## src/rtl/cnn_pkg.sv

```systemverilog
// Shared CNN block definitions: pooling FSM states and output-size helper.
package cnn_pkg;

  typedef enum logic [2:0] {
    IDLE   = 3'd0,
    FETCH  = 3'd1,
    DRAIN  = 3'd2,
    WRITE  = 3'd3,
    FINISH = 3'd4
  } pool_state_e;

  // Number of window positions along one side of the feature map.
  function automatic int unsigned pool_out_dim(input int unsigned in_dim,
                                               input int unsigned pool,
                                               input int unsigned stride);
    return (in_dim - pool) / stride + 1;
  endfunction

endpackage

```

## src/rtl/pool_ctrl_if.sv

```systemverilog
// Memory-side bus of the pooling controller: input-map reads and result writes.
interface pool_ctrl_if #(
  parameter int unsigned ADDR_W    = 10,
  parameter int unsigned WIDTH_BIT = 16
) ();

  logic                        rd_en;
  logic [ADDR_W-1:0]           rd_addr;
  logic signed [WIDTH_BIT-1:0] rd_data;
  logic                        wr_en;
  logic [ADDR_W-1:0]           wr_addr;
  logic signed [WIDTH_BIT-1:0] wr_data;

  modport master (output rd_en, rd_addr, wr_en, wr_addr, wr_data, input rd_data);
  modport slave  (input rd_en, rd_addr, wr_en, wr_addr, wr_data, output rd_data);

endinterface

```

## src/rtl/pool_addr_gen.sv

```systemverilog
// Window / element counters and registered read/write address generation.
// Counters always hold the next element to issue and the current window.
module pool_addr_gen
  import cnn_pkg::*;
#(
  parameter int unsigned IN_DIM = 28,
  parameter int unsigned POOL   = 2,
  parameter int unsigned STRIDE = 2,
  parameter int unsigned ADDR_W = 10
) (
  input  logic              clock,
  input  logic              nreset,
  input  logic              clear,
  input  logic              issue,
  input  logic              win_adv,
  output logic [ADDR_W-1:0] rd_addr,
  output logic [ADDR_W-1:0] wr_addr,
  output logic              elem_zero_c,
  output logic              win_zero_c
);

  localparam int unsigned OUT_DIM = pool_out_dim(IN_DIM, POOL, STRIDE);

  logic [ADDR_W-1:0] erow_q, erow_d;
  logic [ADDR_W-1:0] ecol_q, ecol_d;
  logic [ADDR_W-1:0] orow_q, orow_d;
  logic [ADDR_W-1:0] ocol_q, ocol_d;
  logic [ADDR_W-1:0] rd_addr_q, rd_addr_d;
  logic [ADDR_W-1:0] wr_addr_q, wr_addr_d;

  always_comb begin
    erow_d    = erow_q;
    ecol_d    = ecol_q;
    orow_d    = orow_q;
    ocol_d    = ocol_q;
    rd_addr_d = rd_addr_q;
    wr_addr_d = wr_addr_q;
    if (clear) begin
      erow_d = '0;
      ecol_d = '0;
      orow_d = '0;
      ocol_d = '0;
    end else begin
      // Row-major walk inside the window; wraps to element 0 after the last.
      if (issue) begin
        rd_addr_d = (orow_q * ADDR_W'(STRIDE) + erow_q) * ADDR_W'(IN_DIM)
                  + ocol_q * ADDR_W'(STRIDE) + ecol_q;
        if (ecol_q == ADDR_W'(POOL - 1)) begin
          ecol_d = '0;
          erow_d = (erow_q == ADDR_W'(POOL - 1)) ? '0 : erow_q + 1'b1;
        end else begin
          ecol_d = ecol_q + 1'b1;
        end
      end
      // Latch the result address, then step column-first to the next window.
      if (win_adv) begin
        wr_addr_d = orow_q * ADDR_W'(OUT_DIM) + ocol_q;
        if (ocol_q == ADDR_W'(OUT_DIM - 1)) begin
          ocol_d = '0;
          orow_d = (orow_q == ADDR_W'(OUT_DIM - 1)) ? '0 : orow_q + 1'b1;
        end else begin
          ocol_d = ocol_q + 1'b1;
        end
      end
    end
  end

  always_ff @(posedge clock or negedge nreset) begin
    if (!nreset) begin
      erow_q    <= '0;
      ecol_q    <= '0;
      orow_q    <= '0;
      ocol_q    <= '0;
      rd_addr_q <= '0;
      wr_addr_q <= '0;
    end else begin
      erow_q    <= erow_d;
      ecol_q    <= ecol_d;
      orow_q    <= orow_d;
      ocol_q    <= ocol_d;
      rd_addr_q <= rd_addr_d;
      wr_addr_q <= wr_addr_d;
    end
  end

  assign rd_addr     = rd_addr_q;
  assign wr_addr     = wr_addr_q;
  assign elem_zero_c = (erow_q == '0) && (ecol_q == '0);
  assign win_zero_c  = (orow_q == '0) && (ocol_q == '0);

endmodule

```

## src/rtl/pool_ctrl.sv

```systemverilog
// Max-pooling controller: reads each window, keeps a signed running max,
// writes one result per window and pulses done after the last one.
module pool_ctrl
  import cnn_pkg::*;
#(
  parameter int unsigned IN_DIM    = 28,
  parameter int unsigned POOL      = 2,
  parameter int unsigned STRIDE    = 2,
  parameter int unsigned WIDTH_BIT = 16,
  parameter int unsigned ADDR_W    = 10
) (
  input  logic       clock,
  input  logic       nreset,
  input  logic       start,
  input  logic       abort,
  output logic       busy,
  output logic       done,
  pool_ctrl_if.master mem
);

  pool_state_e state_q, state_d;

  logic rd_en_q, rd_en_d;
  logic wr_en_q, wr_en_d;
  logic busy_q, busy_d;
  logic done_q, done_d;
  logic rd_vld_q, rd_vld_d;
  logic rd_first_q, rd_first_d;
  logic signed [WIDTH_BIT-1:0] max_q, max_d;
  logic signed [WIDTH_BIT-1:0] wr_data_q, wr_data_d;

  logic              abort_act_c;
  logic              elem_zero_c;
  logic              win_zero_c;
  logic [ADDR_W-1:0] gen_rd_addr;
  logic [ADDR_W-1:0] gen_wr_addr;

  pool_addr_gen #(
    .IN_DIM (IN_DIM),
    .POOL   (POOL),
    .STRIDE (STRIDE),
    .ADDR_W (ADDR_W)
  ) u_addr_gen (
    .clock       (clock),
    .nreset      (nreset),
    .clear       (abort_act_c),
    .issue       (rd_en_d),
    .win_adv     (wr_en_d),
    .rd_addr     (gen_rd_addr),
    .wr_addr     (gen_wr_addr),
    .elem_zero_c (elem_zero_c),
    .win_zero_c  (win_zero_c)
  );

  // Next state, running max and registered output values.
  always_comb begin
    state_d     = state_q;
    max_d       = max_q;
    wr_data_d   = wr_data_q;
    abort_act_c = abort && (state_q != IDLE);

    if (abort_act_c) begin
      state_d = IDLE;
    end else begin
      unique case (state_q)
        IDLE:    if (start) state_d = FETCH;
        FETCH:   if (elem_zero_c) state_d = DRAIN;
        DRAIN:   state_d = WRITE;
        WRITE:   state_d = win_zero_c ? FINISH : FETCH;
        FINISH:  state_d = IDLE;
        default: state_d = IDLE;
      endcase
    end

    // Data returns one cycle after each read; the first of a window seeds the max.
    if (rd_vld_q && !abort_act_c && (rd_first_q || (mem.rd_data > max_q))) begin
      max_d = mem.rd_data;
    end
    rd_vld_d   = (state_q == FETCH) && !abort_act_c;
    rd_first_d = (state_q == FETCH) && !rd_vld_q && !abort_act_c;

    rd_en_d = (state_d == FETCH);
    wr_en_d = (state_d == WRITE);
    done_d  = (state_d == FINISH);
    busy_d  = (state_d != IDLE);
    if (state_d == WRITE) wr_data_d = max_d;
  end

  always_ff @(posedge clock or negedge nreset) begin
    if (!nreset) begin
      state_q    <= IDLE;
      rd_en_q    <= 1'b0;
      wr_en_q    <= 1'b0;
      busy_q     <= 1'b0;
      done_q     <= 1'b0;
      rd_vld_q   <= 1'b0;
      rd_first_q <= 1'b0;
      max_q      <= '0;
      wr_data_q  <= '0;
    end else begin
      state_q    <= state_d;
      rd_en_q    <= rd_en_d;
      wr_en_q    <= wr_en_d;
      busy_q     <= busy_d;
      done_q     <= done_d;
      rd_vld_q   <= rd_vld_d;
      rd_first_q <= rd_first_d;
      max_q      <= max_d;
      wr_data_q  <= wr_data_d;
    end
  end

  assign busy        = busy_q;
  assign done        = done_q;
  assign mem.rd_en   = rd_en_q;
  assign mem.rd_addr = gen_rd_addr;
  assign mem.wr_en   = wr_en_q;
  assign mem.wr_addr = gen_wr_addr;
  assign mem.wr_data = wr_data_q;

endmodule

```

## src/flat_wrapper.sv

```systemverilog
// flat-port wrapper written by rule: the top's interface ports become plain ports
module pool_ctrl_flat import cnn_pkg::*;
#(
  parameter int unsigned IN_DIM    = 28,
  parameter int unsigned POOL      = 2,
  parameter int unsigned STRIDE    = 2,
  parameter int unsigned WIDTH_BIT = 16,
  parameter int unsigned ADDR_W    = 10
)
  (clock, nreset, start, abort, busy, done, mem_rd_en, mem_rd_addr, mem_wr_en, mem_wr_addr, mem_wr_data, mem_rd_data);
  pool_ctrl_if #(.ADDR_W(ADDR_W), .WIDTH_BIT(WIDTH_BIT)) mem_i ();
  input  logic clock;
  input  logic nreset;
  input  logic start;
  input  logic abort;
  output logic busy;
  output logic done;
  output wire logic [$bits(mem_i.rd_en)-1:0] mem_rd_en;
  output wire logic [$bits(mem_i.rd_addr)-1:0] mem_rd_addr;
  output wire logic [$bits(mem_i.wr_en)-1:0] mem_wr_en;
  output wire logic [$bits(mem_i.wr_addr)-1:0] mem_wr_addr;
  output wire logic [$bits(mem_i.wr_data)-1:0] mem_wr_data;
  input wire logic [$bits(mem_i.rd_data)-1:0] mem_rd_data;
  assign mem_rd_en = mem_i.rd_en;
  assign mem_rd_addr = mem_i.rd_addr;
  assign mem_wr_en = mem_i.wr_en;
  assign mem_wr_addr = mem_i.wr_addr;
  assign mem_wr_data = mem_i.wr_data;
  assign mem_i.rd_data = mem_rd_data;
  pool_ctrl #(.IN_DIM(IN_DIM), .POOL(POOL), .STRIDE(STRIDE), .WIDTH_BIT(WIDTH_BIT), .ADDR_W(ADDR_W)) u_core (.clock(clock), .nreset(nreset), .start(start), .abort(abort), .busy(busy), .done(done), .mem(mem_i));
endmodule
```

## config.mk

```make
export PLATFORM = sky130hd
export DESIGN_NAME = pool_ctrl_flat
export DESIGN_NICKNAME = d
export VERILOG_FILES = /design/src/rtl/cnn_pkg.sv /design/src/rtl/pool_ctrl_if.sv /design/src/rtl/pool_addr_gen.sv /design/src/rtl/pool_ctrl.sv /design/src/flat_wrapper.sv
export SDC_FILE = /design/constraint.sdc
export NUM_CORES = 1
export LEC_CHECK = 0
export ABC_CLOCK_PERIOD_IN_PS = 5500
export CAP_MARGIN = 20
export CORE_ASPECT_RATIO = 1.2
export CORE_MARGIN = 4
export CORE_UTILIZATION = 55
export DETAILED_ROUTE_END_ITERATION = 10
export PLACE_DENSITY = 0.76
export REMOVE_ABC_BUFFERS = 1
export SLEW_MARGIN = 20
export SYNTH_ARGS = -nofsm -noshare
export SYNTH_HDL_FRONTEND = slang
export SYNTH_SLANG_ARGS = --single-unit
```

## constraint.sdc

```tcl
create_clock -name clock -period 5.5 [get_ports clock]
set_clock_uncertainty 0.2 [all_clocks]
set_input_delay 0.825 -clock clock [delete_from_list [all_inputs] [get_ports clock]]
set_output_delay 0.825 -clock clock [all_outputs]
set_load 0.1 [all_outputs]
```

## After elaboration in Yosys (flattened, before gate mapping)

Index checks and enable logic that the tools add are counted.

- Register bits after elaboration: 101
- Input port bits: 20
- Output and inout bits: 40
- Logic and storage cells: 83

- $add $sub $neg: 8
- Multiply operators: 2
- Magnitude comparators: 1
- Equality and inequality tests: 10
- Multiplexer cells: 20
- Bitwise logic cells: 1
- Reduce and logical (&&, ||, !) cells: 26

Operator list:

| operator | count |
|---|---|
| $mux W10 | 14 |
| $add A10 B1 Y10 const B | 4 |
| $add A10 B10 Y10 | 4 |
| $logic_not A10 Y1 | 4 |
| $eq A10 B1 Y1 const B | 2 |
| $eq A10 B4 Y1 const B | 2 |
| $gt A16 B16 Y1 | 1 |
| $mux W16 | 1 |
| $mux W3 | 4 |
| $pmux W3 S4 | 1 |
| $mul A10 B3 Y8 const B | 1 |
| $mul A10 B3 Y9 const B | 1 |
| $eq A3 B2 Y1 const B | 3 |
| $logic_and A1 B1 Y1 | 8 |
| $reduce_and A2 Y1 | 4 |
| $reduce_bool A2 Y1 | 4 |
| $eq A3 B1 Y1 const B | 2 |
| $reduce_bool A3 Y1 | 2 |
| $eq A3 B3 Y1 const B | 1 |
| $logic_not A3 Y1 | 1 |
| $logic_not A1 Y1 | 2 |
| $logic_or A1 B1 Y1 | 1 |
| $not A1 Y1 | 1 |

## Depth between registers and ports, before layout

Gate-level depths: netlist (run 1).

- Word-level depth: 8
- Mapped depth: 18
- Gate-level depth less buffers: 18

## Hierarchy

Synthesis (run 1) repeated with hierarchy kept, for this count alone.

- Cells, all modules: 732
- Area, all modules: 7101.8 µm²

By module, submodules not included:

| module | instances | cells an instance | area an instance (µm²) | sequential area each (µm²) |
|---|---|---|---|---|
| pool_addr_gen | 1 | 513 | 4768.3 | 1501.4 |
| pool_ctrl | 1 | 219 | 2333.5 | 1026.0 |

## Least setup slack after synthesis (run 1)

Ideal clock, no wire load.

- Path kind: register to register
- Start point: reg u_core.u_addr_gen.orow_q[0]
- End point: reg u_core.u_addr_gen.rd_addr_q[9], in the netlist u_core.u_addr_gen.rd_addr[9]
- Setup time: 129 ps
- Arrival time: 4435 ps
- Required time: 5171 ps
- Slack: 736 ps
- Cell stages (with the launch flop): 17
- Path buffers: 0
- Clock period less this slack: 4764 ps
- Cells stage by stage: dfrtp_1 -> ha_1 -> fa_1 -> xor2_1 -> fa_1 -> fa_1 -> a21o_1 -> a21oi_1 -> xnor2_1 -> fa_1 -> xnor2_1 -> xnor2_1 -> xnor2_1 -> xnor2_1 -> xnor3_1 -> xnor2_1 -> o21ai_0

- Word-level cells in the longest chain between the ends: 7
- Elaborated cells between the ends (all ways): 11
- Those cells by class: add/sub (3); mul (1); eq/ne (1); mux (3); reduce/logical (3)

Ends and longest elaborated chain:

| what | line | text |
|---|---|---|
| start, declared | pool_addr_gen.sv:26 | `logic [ADDR_W-1:0] orow_q, orow_d;` |
| start signal, assigned | pool_addr_gen.sv:79 | `orow_q <= orow_d;` |
| branches (longest 7 deep; another with $add A10 B10 Y10) | - |  |
| end signal, assigned | pool_addr_gen.sv:81 | `rd_addr_q <= rd_addr_d;` |
| end, declared | pool_addr_gen.sv:28 | `logic [ADDR_W-1:0] rd_addr_q, rd_addr_d;` |

Parallel ways; which one is timed is not known.
A chain may end at the register's enable or synchronous reset.

## Worst setup path in the final report (run 1)

Same ends and word-level chain as after synthesis.

==> results.py, run 1 <==
metrics = {
    "layout": {
        "synthToLayoutAreaGrowth_pct": 13.6,
        "final_layout_size_suffix_gt1_share_pct": 6.56,
        "mostFrequentLayoutCells": "101 x dfrtp_1, 73 x ha_1, 61 x o21ai_0, 60 x a21oi_1, 58 x clkdlybuf4s50_1",
        "final_core_util_pct": 64.5,
        "final_cell_count_no_fill": 972,
        "nNetsFinal": 917,
        "nFillCells": 1055,
        "final_common_cell": "dfrtp_1",
        "n_antenna_cell": 0,
    },
    "synthesis": {
        "synthArstFlopShare_pct": 100,
        "postSynthAreaPerCell_um2": 9.52,
        "synth-main-ff-cell": "dfrtp_1",
        "synthAdderAreaFrac_pct": 18.4,
        "synth_top_family_by_area": "adder cells",
        "synthSimpleGateAreaFrac_pct": 16.6,
        "synth_compound_area_share_pct": 16.4,
        "postSynthCellCount": 762,
        "synthMuxAreaShare_pct": 3.90,
        "yosysWarnings": 0,
        "synth-seq-cells": 101,
        "synth_area_mm2": 0.00725,
        "synth.distinct_cells": 63,
        "synth_xor_area_share_pct": 4.66,
        "yosysSeqAreaShare_pct": 34.8,
        "synth_edf_count": 0,
    },
    "detailed_routing": {
        "ant_nets": 0,
        "dr.pass1.iters": 5,
        "wirelength_mm": 17.0,
        "route.detailed.drc": 0,
        "drt_iter0_drc": 447,
        "wire_per_inst_um": 17.4,
        "via_per_inst": 6.13,
        "dr_total_vias": 5958,
    },
    "die": {
        "die_h_um": 134,
        "io_pins": 60,
        "dieWidth_um": 113,
        "die-area_mm2": 0.0151,
        "row_count": 45,
        "core_area_mm2": 0.0128,
        "initial_utilization_pct": 56.7,
    },
    "worst_setup_path": {
        "worstSetupPathType": "reg -> reg",
        "rr_worst_depth": 16,
        "crit_top_cell": "xnor2_1",
        "critical_path.max_stage_delay_ps": 520,
        "crit_fanout": 11,
        "crit_chain": "ha_1 -> fa_1 -> xor2_2 -> fa_1 -> fa_1 -> a21o_1 -> a21oi_1 -> xnor2_1 -> fa_1 -> xnor2_1 -> xnor2_1 -> xnor2_1 -> xnor2_1 -> xnor3_1 -> xnor2_1 -> o21ai_0",
        "slowest_stage": "dfrtp_1",
        "cp-start-kind": "register",
        "crit_path_end_kind": "register",
        "cp.required_ps": 5520,
        "worstPathArrival_ps": 5010,
    },
    "sta": {
        "min_period_ps": 4990,
        "hold_violations": 0,
        "setup_viol": 0,
        "rsz0062_at_grt": "no",
        "fmax_mhz": 200,
        "relSlewSlack_pct": 33.5,
        "maxSlewViolCount": 0,
        "period_share_pct": 90.7,
        "worst_slack_ps": 510,
        "finalSetupTns_ps": 0,
        "worst_slew_pin_slew_ps": 995,
    },
    "hold_path": {
        "min_path_type": "reg -> reg",
        "min_path_cells": 1,
    },
    "placement": {
        "port_buffers": 59,
        "dpl.cell_count": 956,
        "post-dp-hpwl_mm": 12.0,
        "place_congestion": 0.847,
        "dp_slack_ps": 327,
    },
    "job": {
        "drv_cap": 0,
    },
    "global_routing": {
        "grt_pass1_vias": 5683,
        "grt_pass1_wl_mm": 27.9,
        "grt_max_degree": 53,
        "antenna_found_initial": 0,
        "grt_usage_pct": 22.7,
        "gr-total-overflow": 0,
    },
    "power_and_ir_drop": {
        "ir_drop_v": 0.000345,
        "finalPower_mw": 4.50,
        "leakage_nw": 3.99,
        "p_per_area_mw_per_mm2": 546,
    },
    "outcome": {
        "status": "finished, final reports clean",
    },
    "clocking": {
        "clk_pin_slew_worst_paths_ps": 60,
        "root_buffer": "clkbuf_16",
        "insertion_delay_ps": 360,
        "clock_sinks": 101,
        "h-tree-depth": 3,
        "numCtsBuffers": 9,
        "cts_tree": "yes",
        "clock_path_buffers": 2,
        "cts_hold_buffers": 0,
    },
}
[report_power, final]
group	switching, mW	total (mW)	leakage [nW]	internal, mW
clock network	0.284	0.697	0.154	0.413
logic	1.83	2.65	2.51	0.811
registers	0.194	1.16	1.33	0.965
total	2.31	4.50	3.99	2.19
[worst max-delay path, delay by kind of cell, from the launching register on]
kind	cells	cell delay [ps]
flops	1	520
xor+xnor	8	1590
fa+ha+maj	5	2080
compound gates	3	460
[metrics by stage]
step / hold WS [ps] / area [um^2]
2_1_floorplan: 240 / 7080
3_3_place_gp: 263 / 7910
3_5_place_dp: 270 / 7910
4_1_cts: 285 / 8230
5_1_grt: 303 / 8240
6_report: 280 / 8240
[timing repair]
item                                   CTS  global route
setup buffers                            0             0
setup endpoints to repair                0             1
gates resized for setup                  0             1
endpoints found under the hold margin    0             0
[sequential cells by signal, indices dropped and copies added (netlist names), 10 cells and up]
| register | count |
|---|---|
| u_core.u_addr_gen.rd_addr | 10 |
| u_core.u_addr_gen.erow_q | 10 |
| u_core.mem.wr_data | 16 |
| u_core.u_addr_gen.orow_q | 10 |
| u_core.u_addr_gen.wr_addr | 10 |
| u_core.u_addr_gen.ocol_q | 10 |
| u_core.max_q | 16 |
| u_core.u_addr_gen.ecol_q | 10 |
[path summary, 6_finish.rpt]
kind / startpoint / end / slack [ps]
setup reg to reg: u_core.u_addr_gen.orow_q[0] / u_core.u_addr_gen.rd_addr[9] / 510
min in group asynchronous: nreset / u_core.mem.wr_data[8] / 290
hold reg to reg: u_core.u_addr_gen.erow_q[9] / u_core.u_addr_gen.erow_q[9] / 280
max in group asynchronous: nreset / u_core.u_addr_gen.orow_q[1] / 3650
hold / removal: u_core.u_addr_gen.erow_q[9] / u_core.u_addr_gen.erow_q[9] / 280
setup / recovery: u_core.u_addr_gen.orow_q[0] / u_core.u_addr_gen.rd_addr[9] / 510
[final cells by class]
cell class | instances | area, um^2 | area share [%]
Multi-Input combinational cell | 572 | 4360 | 52.9
Sequential cell | 101 | 2530 | 30.7
Timing Repair Buffer | 64 | 626 | 7.59
Clock buffer | 13 | 250 | 3.04
Inverter | 55 | 206 | 2.51
Tap cell | 164 | 205 | 2.49
Clock inverter | 3 | 68.8 | 0.835
[layer usage]
| metal | GRT usage, % | vias to the layer above | part of all wire (%) | routed length (um) |
|---|---|---|---|---|
| li1 | - | 2818 | - | - |
| met1 | 28.0 | 2937 | 41 | 6950 |
| met5 | 0 | - | 0 | 0 |
| met2 | 39.2 | 168 | 51 | 8710 |
| met4 | 10.8 | 0 | 2.9 | 490 |
| met3 | 3.20 | 35 | 4.7 | 805 |
[cell usage after synthesis (4+ instances only)]
library cell / number / share of area (%)
o21bai_1: 7 / 0.72
or4b_2: 5 / 0.69
nand2b_1: 5 / 0.43
nand2_1: 56 / 2.9
nor2_1: 32 / 1.7
a21oi_1: 60 / 4.1
o2111ai_1: 16 / 1.9
inv_1: 54 / 2.8
a21o_1: 13 / 1.3
clkbuf_1: 18 / 0.93
mux2_4: 13 / 2.7
nor2b_1: 4 / 0.34
o31ai_1: 10 / 1.0
mux2_2: 6 / 0.93
or4_1: 7 / 0.72
xnor2_1: 24 / 2.9
nor3_1: 7 / 0.48
a31oi_1: 4 / 0.34
ha_1: 73 / 13
o21ai_1: 4 / 0.28
xor2_1: 12 / 1.4
o21ai_0: 61 / 4.2
and3_1: 36 / 3.1
buf_2: 10 / 0.69
dfrtp_1: 101 / 35
nand4_1: 21 / 1.8
nand3_1: 30 / 2.1
fa_1: 21 / 5.8
[cells by family (layout without fill, tap and decap cells)]
family | count (synthesis) | count (layout)
multiplexers | 21 | 21
buffers and inverters | 89 | 135
AND/OR/NAND/NOR | 226 | 226
AO/OA/AOI/OAI | 194 | 194
adder cells (fa/ha/maj) | 94 | 94
flip-flops | 101 | 101
XOR/XNOR | 37 | 37
Power figures use the tool's default switching activity.
==> inputs of run 2 (changes only) <==
Settings changed: SLEW_MARGIN 20 to 30.
==> results of run 2 <==
Same layout as run 1: the final DEF is identical, and so are final timing and power.
